`config.mk`:
```
export PLATFORM = sky130hd
export DESIGN_NAME = s2_hazard_control
export DESIGN_NICKNAME = d
export VERILOG_FILES = /design/src/rtl/s2_hazard_control.sv
export SDC_FILE = /design/constraint.sdc
export NUM_CORES = 1
export LEC_CHECK = 0
export BUFFER_PORTS_ARGS = -buffer_cell sky130_fd_sc_hd__clkbuf_2
export CORE_ASPECT_RATIO = 0.7
export CORE_UTILIZATION = 48
export DETAILED_ROUTE_END_ITERATION = 7
export PLACE_DENSITY_LB_ADDON = 0.1
export SLEW_MARGIN = 20
export SYNTH_ARGS = -nofsm -noshare
export SYNTH_HDL_FRONTEND = slang
export SYNTH_SLANG_ARGS = --single-unit
export TNS_END_PERCENT = 5
```
`constraint.sdc`:
```
create_clock -name clk -period 3 [get_ports clk]
set_input_delay 0.15 -clock clk [delete_from_list [all_inputs] [get_ports clk]]
set_output_delay 0.15 -clock clk [all_outputs]
set_load 0.02 [all_outputs]
```
`src/rtl/s2_hazard_control.sv`:
```
// s2_hazard_control: stage-2 decode, forwarding selects and load-use stall
// for the three-stage RV32I core; tracks the two younger destination registers.
module s2_hazard_control #(
  parameter int FWD_DEPTH = 2,
  parameter int HAS_MUL   = 0
) (
  input  logic        clk,
  input  logic        rst_n,
  input  logic [31:0] instr_s2,
  input  logic        valid_s2,
  input  logic        flush,
  output logic [3:0]  alu_sel,
  output logic        a_sel,
  output logic        b_sel,
  output logic        brun,
  output logic        mem_wen,
  output logic        csr_we,
  output logic [1:0]  rs1_sel,
  output logic [1:0]  rs2_sel,
  output logic        stall
);
  localparam logic [6:0] OP_LUI    = 7'b0110111;
  localparam logic [6:0] OP_AUIPC  = 7'b0010111;
  localparam logic [6:0] OP_JAL    = 7'b1101111;
  localparam logic [6:0] OP_JALR   = 7'b1100111;
  localparam logic [6:0] OP_BRANCH = 7'b1100011;
  localparam logic [6:0] OP_LOAD   = 7'b0000011;
  localparam logic [6:0] OP_STORE  = 7'b0100011;
  localparam logic [6:0] OP_IMM    = 7'b0010011;
  localparam logic [6:0] OP_REG    = 7'b0110011;
  localparam logic [6:0] OP_SYSTEM = 7'b1110011;
  logic [6:0] op;
  logic [2:0] f3;
  logic [4:0] rd, rs1, rs2;
  logic is_r, is_i, is_csr, is_mul, writes_rd, uses_rs1, uses_rs2;
  logic live, hazard, issue, s4_live;
  logic s3_v_q, s3_v_d, s3_ld_q, s3_ld_d, s4_v_q, s4_v_d, cnt_q, cnt_d;
  logic [4:0] s3_rd_q, s3_rd_d, s4_rd_q, s4_rd_d;
  assign op     = instr_s2[6:0];
  assign f3     = instr_s2[14:12];
  assign rd     = instr_s2[11:7];
  assign rs1    = instr_s2[19:15];
  assign rs2    = instr_s2[24:20];
  assign is_r   = op == OP_REG;
  assign is_i   = op == OP_IMM;
  assign is_csr = op == OP_SYSTEM && f3 != 3'd0;
  assign is_mul = HAS_MUL != 0 && is_r && instr_s2[31:25] == 7'b0000001;
  always_comb begin
    alu_sel = 4'd0;
    if (op == OP_LUI) alu_sel = 4'd15;
    else if (is_mul)
      alu_sel = f3 == 3'd0 ? 4'd3 : f3 == 3'd1 ? 4'd8 : f3 == 3'd2 ? 4'd9 : f3 == 3'd3 ? 4'd10 : 4'd0;
    else if (is_r || is_i)
      case (f3)
        3'd0: alu_sel = (is_r && instr_s2[30]) ? 4'd12 : 4'd0;
        3'd1: alu_sel = 4'd1;
        3'd2: alu_sel = 4'd2;
        3'd3: alu_sel = 4'd11;
        3'd4: alu_sel = 4'd4;
        3'd5: alu_sel = instr_s2[30] ? 4'd13 : 4'd5;
        3'd6: alu_sel = 4'd6;
        default: alu_sel = 4'd7;
      endcase
  end
  assign a_sel     = op == OP_AUIPC || op == OP_JAL || op == OP_BRANCH;
  assign b_sel     = !is_r;
  assign brun      = instr_s2[13];
  assign writes_rd = rd != 5'd0 && (op == OP_LUI || op == OP_AUIPC || op == OP_JAL || op == OP_JALR ||
                     op == OP_LOAD || is_r || is_i || is_csr);
  assign uses_rs1  = !(op == OP_LUI || op == OP_AUIPC || op == OP_JAL);
  assign uses_rs2  = is_r || op == OP_STORE || op == OP_BRANCH;
  assign live      = valid_s2 & ~flush;
  assign hazard    = live & s3_v_q & s3_ld_q &
                     ((uses_rs1 && rs1 == s3_rd_q) || (uses_rs2 && rs2 == s3_rd_q));
  // Without a writeback forward path the load must fully retire, so hold one extra cycle.
  assign stall     = hazard | (live & cnt_q);
  assign issue     = live & ~stall;
  assign mem_wen   = issue & (op == OP_STORE);
  assign csr_we    = issue & is_csr;
  assign s4_live   = FWD_DEPTH == 2 && s4_v_q;
  assign rs1_sel = (!uses_rs1 || rs1 == 5'd0) ? 2'b10 :
                   (s3_v_q && !s3_ld_q && s3_rd_q == rs1) ? 2'b00 :
                   (s4_live && s4_rd_q == rs1) ? 2'b01 : 2'b10;
  assign rs2_sel = (!uses_rs2 || rs2 == 5'd0) ? 2'b10 :
                   (s3_v_q && !s3_ld_q && s3_rd_q == rs2) ? 2'b00 :
                   (s4_live && s4_rd_q == rs2) ? 2'b01 : 2'b10;
  assign s3_v_d  = issue & writes_rd;
  assign s3_rd_d = rd;
  assign s3_ld_d = op == OP_LOAD;
  assign s4_v_d  = s3_v_q;
  assign s4_rd_d = s3_rd_q;
  assign cnt_d   = FWD_DEPTH == 1 && hazard;
  always_ff @(posedge clk or negedge rst_n) begin
    if (!rst_n) begin
      s3_v_q  <= 1'b0;
      s3_rd_q <= 5'd0;
      s3_ld_q <= 1'b0;
      s4_v_q  <= 1'b0;
      s4_rd_q <= 5'd0;
      cnt_q   <= 1'b0;
    end else begin
      s3_v_q  <= s3_v_d;
      s3_rd_q <= s3_rd_d;
      s3_ld_q <= s3_ld_d;
      s4_v_q  <= s4_v_d;
      s4_rd_q <= s4_rd_d;
      cnt_q   <= cnt_d;
    end
  end
endmodule

```
==> impl_summary.md <==
Outcome
The flow ran to the end, and the final reports show no timing, DRC or antenna violations.

Synth
The number of synthesized register bits is 13. For this run, the number of Yosys warnings is 0. Synthesis handed over a netlist of 108 instances. The most used flip-flop cell after synthesis is dfrtp_1. The number of distinct library cell variants in the gate-level netlist after synthesis is 34. The average footprint of a synthesized cell is between 9 and 10 µm². Summing every instance area after synthesis gives 0.001002 mm². The async set-or-reset flop fraction in the synthesized netlist is 100.0%.

The net count after synthesis is between 100 and 150. In this run, synthesis inferred 0 flip-flops with an integrated enable. After synthesis, flip-flops and latches occupy 32.46% of the total area.

Critical path
Walking the worst path, the cells encountered are xnor2_1, nand3_1, nor4_4, or2_1, clkbuf_2. The path depth of the worst reg2reg path is 4. STA puts the critical path data arrival time at 1.72 ns.

The element type at the critical path end is an output port. The critical path class is reg -> out. The largest fanout on the critical path is 4. The reg-to-reg startpoint is s3_rd_q[4]$_DFF_PN0_.

The highest cell delay on the worst timing path is 0.43 ns. The family of cells with the greatest summed delay on the critical path is simple AND/OR/NAND/NOR gates. The worst reg2reg path endpoint is s3_v_q$_DFF_PN0_. The slowest cell on the critical path is dfrtp_1.

Counting both buffers and inverters, the worst setup path holds a total of 1. The register-to-register path setup slack is 1.63 ns. The data required time at the worst endpoint is ~2.9 ns.

The kind of launch point of the worst setup path is a register.

Timing
The max-slew violation total from the final report is 0. The remaining max-slew budget at the tightest pin is 79.42%. For this run, the top clock speed supported by timing is 535.7 MHz. For the pin with the worst max-slew slack, the measured transition is 0.3065 ns. The minimum period implied by the final worst setup slack is ~1.9 ns. On the final layout, the worst clock skew is 0.006933 ns.

The fraction of the cycle the final worst path needs is a little over 60%. Setup repair after global routing left no endpoint under its margin. The number of failing hold endpoints at the final stage is 0. Setup total negative slack on the finished layout was measured at 0 ns. The number of setup violations in the final report is 0. After layout, the worst setup slack is 1.133 ns.

Power and ir drop
The power per cell area is 299.3 mW/mm². The worst IR drop on VDD is 319.1 µV. The static leakage power is 0.0006018 µW.

Finish
The post-layout net count is between 150 and 200. The number of fillers in the final layout is 167. The library cell used most frequently in the layout, excluding fill and tap cells, is clkbuf_2. The number of antenna repair diodes is 0. The total area of sequential cells is 325.3 µm². The footprint of the multi-input gates is between 600 and 700 µm². Cells with a size suffix above 1 make up 33.76% of the layout. In the layout the commonest cells are clkbuf_2 (43), dfrtp_1 (13), xnor2_1 (12).

The area added between synthesis and finish is 30.09%.

Clock tree
The clock slew seen by the registers of the worst setup and hold paths is 0.07 ns. In this run the clock root is driven by a clkbuf_4. In this run the number of H-tree levels came out at 1. The post-cts hold buffer count is 2. The quantity of gates resized following cts is 0. Clock tree synthesis found a total of 13 sinks. Clock tree synthesis inserted a total of 3 buffers. The CTS tree is done. For the worst-skew pair, the clock arrives at the later sink with an insertion delay of 0.27 ns. After clock tree synthesis, the setup repair step added 0 buffers. The number of buffers on the longest clock path is 2.

Floorplan
The overall die height is 40.23 µm. The die covers 0.002278 mm². The starting density of the core is between 50% and 60%. The total I/O pin count is 50. In this run the core area contains 13 standard-cell rows.

The total area inside the core boundary comes to 0.001903 mm². In this run the horizontal extent of the chip is 56.62 µm.

Flow run
The tool flagged a number of max-cap violations equal to 0.

Global routing
Entering global routing, the biggest net connects 14 pins. The via count of the first global-routing pass was around 800. The first-pass GRT wire length is 3.470 mm. The initial antenna violation count came to 0. The overall track demand over capacity in global routing is 20.23%. For this run the aggregate overflow at the end of global routing stands at 0.

Placed design
The count of buffers added on input and output ports is 43. At the end of routability-driven placement, the weighted congestion stood at 0.9424. The detailed-placement wirelength estimate is 1.846 mm. Before CTS, the worst setup slack after placement is ~1.3 ns.

Drt
In this run, the number of DRC markers left after iteration 0 of detailed routing was 52. The number of remaining DRC errors is 0. The mean routed wirelength per cell is about 13 µm. The detail route stage leaves a number of antenna-violating nets equal to 0. Before antenna repair, the detailed router went through 4 iterations. The post-detailed-routing wire length is 2.284 mm. The number of vias per cell after detailed routing is 5.436. The total via count in the routed design is 973.

Hold path
The path with the worst hold slack has its endpoint at s3_rd_q[1]$_DFF_PN0_. The min-delay analysis places its worst path in the category in -> reg. Counting instances, the worst hold path has a depth of 1. The startpoint identified for the worst hold timing path is instr_s2[8].
flip-flops by register name, summed over array words and instances (netlist names):
signal   cells
s4_live      1
s3_ld_q      1
s3_v_q       1
s3_rd_q      5
s4_rd_q      5
layout make-up:
cell class,instances,share of cell area (%)
timing repair buffer,49,20.92
clock buffer,4,2.015
tap,22,2.111
multi-input combinational,91,50.00
sequential,13,24.95
worst max-delay path by stage:
| stage | endpoint | slack, ns | startpoint | depth (start not counted) |
|---|---|---|---|---|
| 2_1_floorplan | csr_we | 1.36 | instr_s2[6] | 5 |
| 4_1_cts | stall | 1.15 | s3_rd_q[1]$_DFF_PN0_ | 5 |
| 3_3_place_gp | stall | 1.39 | instr_s2[2] | 7 |
| 3_5_place_dp | stall | 1.31 | instr_s2[3] | 7 |
| 5_1_grt | rs1_sel[0] | 0.98 | s4_rd_q[2]$_DFF_PN0_ | 5 |
| 6_report | stall | 1.13 | s3_rd_q[4]$_DFF_PN0_ | 5 |
power breakdown:
group	switching [µW]	leakage [µW]	internal, µW
combinational	51.6	0.000429	46.1
sequential	8.37	0.000158	182
clock	50.2	0.0000150	51.4
through the flow:
stage	util, %	area, µm²	hold WS, ns	total power [µW]	std cells
2_1_floorplan	-	1002	-0.1456	244.5	108
3_3_place_gp	64.50	1227	0.03984	282.7	170
3_5_place_dp	64.50	1227	0.04583	286.1	170
4_1_cts	66.93	1274	0.0002478	387.5	176
5_1_grt	68.51	1304	0.008184	410.8	179
6_report	68.51	1304	0.007873	390.2	179
cell usage after synthesis, drive strengths merged (2+ instances only):
cell,count,area share [%]
a21oi,3,1.5
and3,3,1.9
and3b,4,3.5
buf,4,2.5
dfrtp,13,32
nand2,10,3.7
nand3,9,5.7
nand4,3,1.9
nor2,5,1.9
nor2b,3,1.9
nor3,6,3.0
nor3b,2,2.0
nor4,5,6.1
o21ai,5,2.5
xnor2,12,10
xor2,8,7.0
layer usage:
metal  GRT usage [%]  vias up  part of all wire [%]  wire length [µm]
met4           7.317        0                  0.96                22
met5               0        -                     0                 0
met2           29.71       47                    42               955
met3           1.290        4                   7.0               160
met1           31.30      429                    50              1146
li1                -      493                     -                 -
worst reg2reg max path: cells and delay by family (launching register included):
family,cells,cell delay (ns)
DFF,1,0.43
and+or+nand+nor,3,0.63
xor gates and xnor gates,1,0.19
kinds of logic (layout without fill, tap and decap cells):
family / after synthesis / count (layout) / share of synthesized area [%]
buffers and inverters: 4 / 53 / 2.496
multiplexers: 1 / 1 / 0.9988
AND/OR/NAND/NOR: 56 / 56 / 36.83
XOR/XNOR: 20 / 20 / 17.48
flip-flops: 13 / 13 / 32.46
AO/OA/AOI/OAI: 14 / 14 / 9.737
No activity file was read; power rests on OpenSTA's default activity.
